`src/rtl/lfsr_ctrl.sv`:
```
// lfsr_ctrl: command front end for an external LFSR.
//
// Byte-wide commands load the tap and seed registers of the LFSR, start
// it (RUN) and stop it (HALT). While running, every LFSR advance is
// captured into a one-entry sample stream. A sample that is replaced
// before it was taken sets the sticky overrun_o flag.
//
// Handshakes (cmd_* and sample_*): a transfer happens on a rising clk
// edge where valid and ready are both high. The producer holds its data
// stable while valid is high and ready is low.
//
// Ports
//   clk, rst_i                 clock, asynchronous active-high reset
//   cmd_valid_i/cmd_ready_o    command handshake
//   cmd_op_i                   0=LOAD_TAPS 1=LOAD_SEED 2=RUN 3=HALT
//   cmd_data_i                 byte for LOAD_TAPS / LOAD_SEED
//   lfsr_reset_taps_o, lfsr_taps_o   tap load strobe and value
//   lfsr_reset_o, lfsr_seed_o        LFSR reset and initial state
//   lfsr_state_i               current LFSR state
//   sample_valid_o/sample_ready_i/sample_o   advanced-state stream
//   running_o                  controller is in run mode
//   overrun_o                  sticky sample-lost flag
//   dbg_state_o                FSM state, for observation only
//
// Optional feature (macro LFSR_CTRL_PERIOD_EN): period_o/period_valid_o
// report the number of advances until the sequence first returns to the
// seed value.
module lfsr_ctrl #(
  parameter int BITS  = 8,
  parameter int TICKS = 1
) (
  input  logic            clk,
  input  logic            rst_i,
  input  logic            cmd_valid_i,
  output logic            cmd_ready_o,
  input  logic [1:0]      cmd_op_i,
  input  logic [7:0]      cmd_data_i,
  output logic            lfsr_reset_taps_o,
  output logic [BITS-1:0] lfsr_taps_o,
  output logic            lfsr_reset_o,
  output logic [BITS-1:0] lfsr_seed_o,
  input  logic [BITS-1:0] lfsr_state_i,
  output logic            sample_valid_o,
  input  logic            sample_ready_i,
  output logic [BITS-1:0] sample_o,
  output logic            running_o,
  output logic            overrun_o,
  output logic [1:0]      dbg_state_o
`ifdef LFSR_CTRL_PERIOD_EN
  ,
  output logic [BITS-1:0] period_o,
  output logic            period_valid_o
`endif
);

  localparam int BYTES = BITS / 8;
  localparam int CW    = (BYTES > 1) ? $clog2(BYTES) : 1;
  localparam int TW    = (TICKS > 1) ? $clog2(TICKS) : 1;
  localparam logic [CW-1:0] LAST_BYTE = CW'(BYTES - 1);
  localparam logic [TW-1:0] LAST_TICK = TW'(TICKS - 1);

  localparam logic [1:0] ST_HALT       = 2'd0;
  localparam logic [1:0] ST_RUN        = 2'd1;
  localparam logic [1:0] ST_APPLY_TAPS = 2'd2;
  localparam logic [1:0] ST_APPLY_SEED = 2'd3;

  localparam logic [1:0] OP_LOAD_TAPS = 2'd0;
  localparam logic [1:0] OP_LOAD_SEED = 2'd1;
  localparam logic [1:0] OP_RUN       = 2'd2;
  localparam logic [1:0] OP_HALT      = 2'd3;

  logic [1:0]      state;
  logic            ret_run;      // APPLY_* was entered from RUN
  logic [BITS-1:0] taps_shadow;
  logic [BITS-1:0] seed_shadow;
  logic [CW-1:0]   taps_cnt;
  logic [CW-1:0]   seed_cnt;
  logic [TW-1:0]   tick_cnt;
  logic            adv_d;        // an LFSR advance happened on the last edge
  logic            in_apply;
  logic            cmd_fire;
  logic            advance;
  logic            sample_load;
  logic [BITS-1:0] data_ext;
  logic [BITS-1:0] taps_next;
  logic [BITS-1:0] seed_next;

  assign data_ext  = BITS'(cmd_data_i);
  assign taps_next = (taps_shadow << 8) | data_ext;
  assign seed_next = (seed_shadow << 8) | data_ext;

  assign in_apply          = (state == ST_APPLY_TAPS) || (state == ST_APPLY_SEED);
  assign cmd_ready_o       = !in_apply;
  assign cmd_fire          = cmd_valid_i && cmd_ready_o;
  assign lfsr_reset_taps_o = (state == ST_APPLY_TAPS);
  // A tap update while halted keeps the LFSR parked in reset.
  assign lfsr_reset_o      = (state == ST_HALT) || (state == ST_APPLY_SEED) ||
                             ((state == ST_APPLY_TAPS) && !ret_run);
  assign running_o         = (state == ST_RUN) || (in_apply && ret_run);
  assign dbg_state_o       = state;

  always_ff @(posedge clk or posedge rst_i) begin
    if (rst_i) begin
      state       <= ST_HALT;
      ret_run     <= 1'b0;
      taps_shadow <= '0;
      seed_shadow <= '0;
      taps_cnt    <= '0;
      seed_cnt    <= '0;
      lfsr_taps_o <= '0;
      lfsr_seed_o <= '0;
    end else begin
      case (state)
        ST_HALT, ST_RUN: begin
          if (cmd_fire) begin
            case (cmd_op_i)
              OP_LOAD_TAPS: begin
                taps_shadow <= taps_next;
                if (taps_cnt == LAST_BYTE) begin
                  taps_cnt    <= '0;
                  lfsr_taps_o <= taps_next;
                  ret_run     <= (state == ST_RUN);
                  state       <= ST_APPLY_TAPS;
                end else begin
                  taps_cnt <= taps_cnt + 1'b1;
                end
              end
              OP_LOAD_SEED: begin
                seed_shadow <= seed_next;
                if (seed_cnt == LAST_BYTE) begin
                  seed_cnt    <= '0;
                  lfsr_seed_o <= seed_next;
                  ret_run     <= (state == ST_RUN);
                  state       <= ST_APPLY_SEED;
                end else begin
                  seed_cnt <= seed_cnt + 1'b1;
                end
              end
              OP_RUN:  state <= ST_RUN;
              OP_HALT: state <= ST_HALT;
              default: state <= state;
            endcase
          end
        end
        default: state <= ret_run ? ST_RUN : ST_HALT;
      endcase
    end
  end

  // Mirror of the LFSR's own tick counter so we know when it advances.
  assign advance = !lfsr_reset_o && !lfsr_reset_taps_o && (tick_cnt == LAST_TICK);

  always_ff @(posedge clk or posedge rst_i) begin
    if (rst_i) begin
      tick_cnt <= '0;
      adv_d    <= 1'b0;
    end else begin
      adv_d <= advance;
      if (lfsr_reset_o) begin
        tick_cnt <= '0;
      end else if (!lfsr_reset_taps_o) begin
        tick_cnt <= (tick_cnt == LAST_TICK) ? '0 : tick_cnt + 1'b1;
      end
    end
  end

  // The advanced state is visible on lfsr_state_i one cycle after the
  // advance. A seed reload or halt in that cycle discards it.
  assign sample_load = adv_d && !lfsr_reset_o;

  always_ff @(posedge clk or posedge rst_i) begin
    if (rst_i) begin
      sample_o       <= '0;
      sample_valid_o <= 1'b0;
      overrun_o      <= 1'b0;
    end else begin
      if (sample_load) begin
        sample_o       <= lfsr_state_i;
        sample_valid_o <= 1'b1;
      end else if (sample_valid_o && sample_ready_i) begin
        sample_valid_o <= 1'b0;
      end
      if (state == ST_APPLY_SEED) begin
        overrun_o <= 1'b0;
      end else if (sample_load && sample_valid_o && !sample_ready_i) begin
        overrun_o <= 1'b1;
      end
    end
  end

`ifdef LFSR_CTRL_PERIOD_EN
  logic [BITS-1:0] adv_cnt;

  always_ff @(posedge clk or posedge rst_i) begin
    if (rst_i) begin
      adv_cnt        <= '0;
      period_o       <= '0;
      period_valid_o <= 1'b0;
    end else if (lfsr_reset_o) begin
      adv_cnt        <= '0;
      period_o       <= '0;
      period_valid_o <= 1'b0;
    end else begin
      if (advance && (adv_cnt != '1)) begin
        adv_cnt <= adv_cnt + 1'b1;
      end
      // adv_cnt already includes the advance that produced lfsr_state_i.
      if (adv_d && !period_valid_o && (lfsr_state_i == lfsr_seed_o)) begin
        period_o       <= adv_cnt;
        period_valid_o <= 1'b1;
      end
    end
  end
`endif

endmodule
```
`config.mk`:
```
export PLATFORM = sky130hd
export DESIGN_NAME = lfsr_ctrl
export DESIGN_NICKNAME = d
export VERILOG_FILES = /design/src/rtl/lfsr_ctrl.sv
export SDC_FILE = /design/constraint.sdc
export NUM_CORES = 1
export LEC_CHECK = 0
export CORE_MARGIN = 5
export CORE_UTILIZATION = 45
export DETAILED_ROUTE_END_ITERATION = 10
export GPL_ROUTABILITY_DRIVEN = 0
export PLACE_DENSITY = 0.88
export SYNTH_ARGS = -nofsm -noshare
export SYNTH_HDL_FRONTEND = slang
export SYNTH_SLANG_ARGS = --single-unit
```
`constraint.sdc`:
```
create_clock -name clk -period 5 [get_ports clk]
set_clock_uncertainty 0.15 [all_clocks]
set_input_delay 1 -clock clk [delete_from_list [all_inputs] [get_ports clk]]
set_output_delay 1 -clock clk [all_outputs]
set_load 0.03 [all_outputs]
```
* Word-level counts from Yosys, hierarchy flattened
Index checks and enable logic that the tools add are counted.
Word-level totals: input bits 22, output and inout bits 32, flip-flop bits (word level) 33, word-level logic and storage cells 77
Operators by class: equality and inequality tests 12, bitwise logic cells 3, reductions and logical operators 30, $add $sub $neg 3, mux-type cells 18
Operator list (number):
- $mux W1 | 12
- $logic_and A1 B1 Y1 | 9
- $reduce_and A3 Y1 | 3
- $eq A2 B2 Y1 const B | 4
- $mux W2 | 4
- $pmux W2 S4 | 1
- $reduce_and A4 Y1 | 2
- $ne A2 B2 Y1 const B | 3
- $ne A3 B3 Y1 const B | 2
- $reduce_bool A2 Y1 | 3
- $logic_not A1 Y1 | 5
- $reduce_and A5 Y1 | 1
- $eq A2 B1 Y1 const B | 2
- $logic_not A2 Y1 | 2
- $logic_or A1 B1 Y1 | 4
- $add A1 B1 Y1 const B | 3
- $not A1 Y1 | 3
- $ne A2 B1 Y1 const B | 1
- $pmux W1 S2 | 1
- $reduce_or A2 Y1 | 1

* Logic depth before layout (Yosys ltp)
word-level depth 9, depth in mapped cells 6, mapped depth without buffers 5

* Worst setup path before layout
No wires, ideal clock.
path type flip-flop to output port, start point register state[0] (netlist: dbg_state_o[0]), end point output cmd_ready_o, cell stages (with the launch flop) 4, slack 2.420 ns, path buffers 0, data required time 3.850 ns, data arrival time 1.430 ns, cells stage by stage dfrtp_1 inv_1 ha_1 nor2_2
On the way: longest elaborated chain between the ends 3, elaborated cells on any way between the ends 4, those cells by class 2 x eq/ne; 2 x reduce/logical
RTL lines:
- start, declared | RTL line 72 | logic [1:0] state;
- start signal, assigned | RTL line 141 | default: state <= state;
- start signal, assigned | RTL line 145 | default: state <= ret_run ? ST_RUN : ST_HALT;
- $eq A2 B2 Y1
- net lfsr_reset_taps_o | RTL line 38 | output logic lfsr_reset_taps_o,
- $logic_or A1 B1 Y1 | RTL line 92 | assign in_apply = (state == ST_APPLY_TAPS) || (state == ST_APPLY_SEED);
- $logic_not A1 Y1 | RTL line 93 | assign cmd_ready_o = !in_apply;
- end, declared | RTL line 35 | output logic cmd_ready_o,
The timed path passes the listed nets, and every way through them passes these cells.

* Final worst setup path
start point register state[0] (netlist: dbg_state_o[0]), end point output cmd_ready_o
On the way: longest elaborated chain between the ends 3, elaborated cells on any way between the ends 4, those cells by class 2 x eq/ne; 2 x reduce/logical
RTL lines (RTL line):
- $eq A2 B2 Y1 | 92
- $logic_or A1 B1 Y1 * | 92
- $logic_not A1 Y1 * | 93
Every way passes the cells marked *; elsewhere a longest branch is shown, timed or not.

==> impl_metrics.toml <==
[placement]
place_worst_setup_slack_ns = 2.23
place.detailed.hpwl_um = 2170
port_buffers = 53

[global_route]
grt_remaining_overflow = 0
grt_max_degree = 31
grt_first_pass_wirelength_um = 4700
antenna_found_initial = 0
via_count_of_the_first_global_routing_pass = 1015
grt_util_all_layers_pct = 14.8

[min_path]
worst_hold_startpoint = "lfsr_taps_o[0]"
hold-path-cell-count = 1
worstHoldPathType = "reg -> reg"
timing.hold.worst_endpoint = "lfsr_taps_o[0]"

[worst_setup_path]
reg2reg_to = "lfsr_taps_o[5]"
timing_worst_setup_path_type = "reg -> out"
cp-end-kind = "output pin"
worst-endpoint-arrival_ns = 1.97
timing.critical_path.fanout_max = 5
r2r_start = "dbg_state_o[1]"
worst_r2r_path_depth = 5
setup.reg_to_reg.worst_slack_ns = 3.03
crit_required_ns = 3.85
critPathLaunchType = "register"

[floorplan]
num_io_pins = 54
initial_utilization_pct = 47.0
dieHeight_um = 63.4
die_width_um = 63.4
die_area_sq_mm = 0.00402
core_area_sq_mm = 0.00273
rows = 19

[final_layout]
area_growth_pct = 48.0
layout_commonest_cell = "clkdlybuf4s50_1"
insertedDiodeCount = 0
mostFrequentLayoutCells = "53 x clkdlybuf4s50_1, 30 x dfrtp_1, 24 x mux2_2"
fill_cells = 208
final_layout_size_suffix_gt1_share_pct = 22.5
nets = 178

[power]
ir_drop_mv = 0.507
net-switching-power_uw = 598
pleak_uw = 0.000832
power_share_of_the_combinational_group_pct = 58.9
cell_internal_pwr_uw = 810
p_sw_share_pct = 42.5
power_density_mw_per_mm2 = 742
pwr-share-clk_pct = 10.3
seq_power_share_pct = 30.7

[synth]
syn_area_sq_mm = 0.00128
synth.yosys.warnings = 0
postSynthAreaPerCell_sq_um = 13.8
ffs_latches_synth = 30
synth.distinct_cells = 22
syn-num-nets = 121
yosys-top-cells-area = "dfrtp_1 58%, mux2_2 21%, ha_1 5.8%"
yosysTopAreaCell = "dfrtp_1"
synthCells = 93
synth-seq-area-share_pct = 58.5
synth.top_cell.area_share_pct = 58.5

[drt]
initialDrtViolationCount = 17
drt-wirelength-per-cell_um = 15.0
detail_route.wirelength_um = 2740
drt.antenna.violating_nets = 0
drt_pre_antenna_iters = 4
num_vias = 903
post-route-drc-count = 0
vias_per_cell = 4.96

[run]
maximum_capacitance_violations = 0

[clocking]
cts_htree_levels = 2
max-clock-path-buffers = 2
post-cts-setup-buffer-count = 0
clk_transition_reported_paths_ns = 0.09
cts_resized = 0
clock-root-buffer = "clkbuf_4"
clock_network_latency_to_the_later_pin_of_the_worst_skew_pair_ns = 0.32
cts.hold.buffers_added = 0
cts_made_buffers = 5
numClockSinks = 30
tritoncts_clock_tree = "built"

[sta]
setup_viol = 0
period_needed_ns = 3.12
portion_of_the_clock_cycle_consumed_by_the_worst_path_in_the_final_layout_pct = 62.4
rsz_0062_raised_after_global_routing = "no"
timing_hold_violations_final = 0
finalSetupTns_ns = 0
timing.fmax_ghz = 0.321
max_slew_margin_pct = 27.3
worst_setup_slack_after_layout_ns = 1.88
worst_slew_pin_slew_ns = 1.09
drv_slew = 0

[outcome]
outcome = "completed"
[flip-flops by register name, summed over array words and instances (netlist names)]
| name | count |
|---|---|
| lfsr_seed_o | 8 |
| overrun_o | 1 |
| dbg_state_o | 2 |
| lfsr_taps_o | 8 |
| ret_run | 1 |
| sample_o | 8 |
| adv_d | 1 |
| sample_valid_o | 1 |
[power groups by stage]
| stage | Sequential [uW] | Combinational [uW] | Clock, uW |
|---|---|---|---|
| 2_1_floorplan | 659 | 280 | 0 |
| 3_3_place_gp | 429 | 822 | 0 |
| 3_5_place_dp | 439 | 837 | 0 |
| 4_1_cts | 435 | 842 | 152 |
| 5_1_grt | 450 | 881 | 162 |
| 6_report | 433 | 830 | 146 |
[synthesized netlist by cell type]
master,n
or3b_1,1
nor3_1,1
o31ai_1,1
nor2_2,1
a21oi_1,1
mux2_2,24
nand4_2,2
clkbuf_1,1
mux2i_1,1
and3_1,1
ha_1,6
dfrtp_1,30
a211oi_1,1
nand2b_1,3
nand2_1,3
buf_2,2
nor2_1,2
o21ai_0,4
o21ai_1,1
nand3_1,1
or2_1,1
inv_1,5
[cells by family after synthesis]
group,Yosys count,synth area share [%]
DFF,30,58.5
and+or+nand+nor,16,7.80
muxes,25,21.8
AOI/OAI and AO/OA,8,3.51
adders and majority gates,6,5.85
buffers and inverters,8,2.53
[metal layers]
metal | global-route usage, % | vias to the layer above | routed length [um]
li1 | - | 432 | -
met1 | 14.9 | 426 | 996
met2 | 26.1 | 40 | 1420
met3 | 7.46 | 5 | 291
met4 | 4.68 | 0 | 27
met5 | 0 | - | 0
[stage by stage]
| step | util [%] | std cells | hold WS, ns | power (uW) | cell area, sq um |
|---|---|---|---|---|---|
| 6_report | 69.5 | 182 | 0.362 | 1410 | 1900 |
| 5_1_grt | 69.5 | 182 | 0.375 | 1490 | 1900 |
| 3_3_place_gp | 67.3 | 174 | 0.322 | 1250 | 1840 |
| 3_5_place_dp | 67.3 | 174 | 0.344 | 1280 | 1840 |
| 4_1_cts | 69.5 | 182 | 0.366 | 1430 | 1900 |
| 2_1_floorplan | - | 93 | 0.337 | 939 | 1280 |
[final cells by class]
| type | instances | area [sq um] | area share [%] |
|---|---|---|---|
| Timing Repair Buffer | 53 | 531 | 27.9 |
| Multi-Input combinational cell | 55 | 500 | 26.4 |
| Clock inverter | 1 | 5.00 | 0.264 |
| Tap cell | 31 | 38.8 | 2.04 |
| Clock buffer | 7 | 55.1 | 2.90 |
| Sequential cell | 30 | 751 | 39.5 |
| Inverter | 5 | 18.8 | 0.988 |
[how the worst max path moves through the flow]
stage               slack (ns)            from  depth (start not counted)          end
floorplan                 2.42  dbg_state_o[0]                          3  cmd_ready_o
global placement          2.25  dbg_state_o[0]                          4  cmd_ready_o
detailed placement        2.23  dbg_state_o[0]                          4  cmd_ready_o
CTS                       1.85  dbg_state_o[0]                          4  cmd_ready_o
global route              1.78  dbg_state_o[0]                          4  cmd_ready_o
finish                    1.88  dbg_state_o[0]                          4  cmd_ready_o
[critical path, cell delays in order (launching register included)]
cell and delay, ns:
dfrtp_1 0.42, inv_1 0.09, ha_1 0.25, nor2_2 0.19
clkdlybuf4s50_1 0.70
Power figures use the tool's default switching activity.
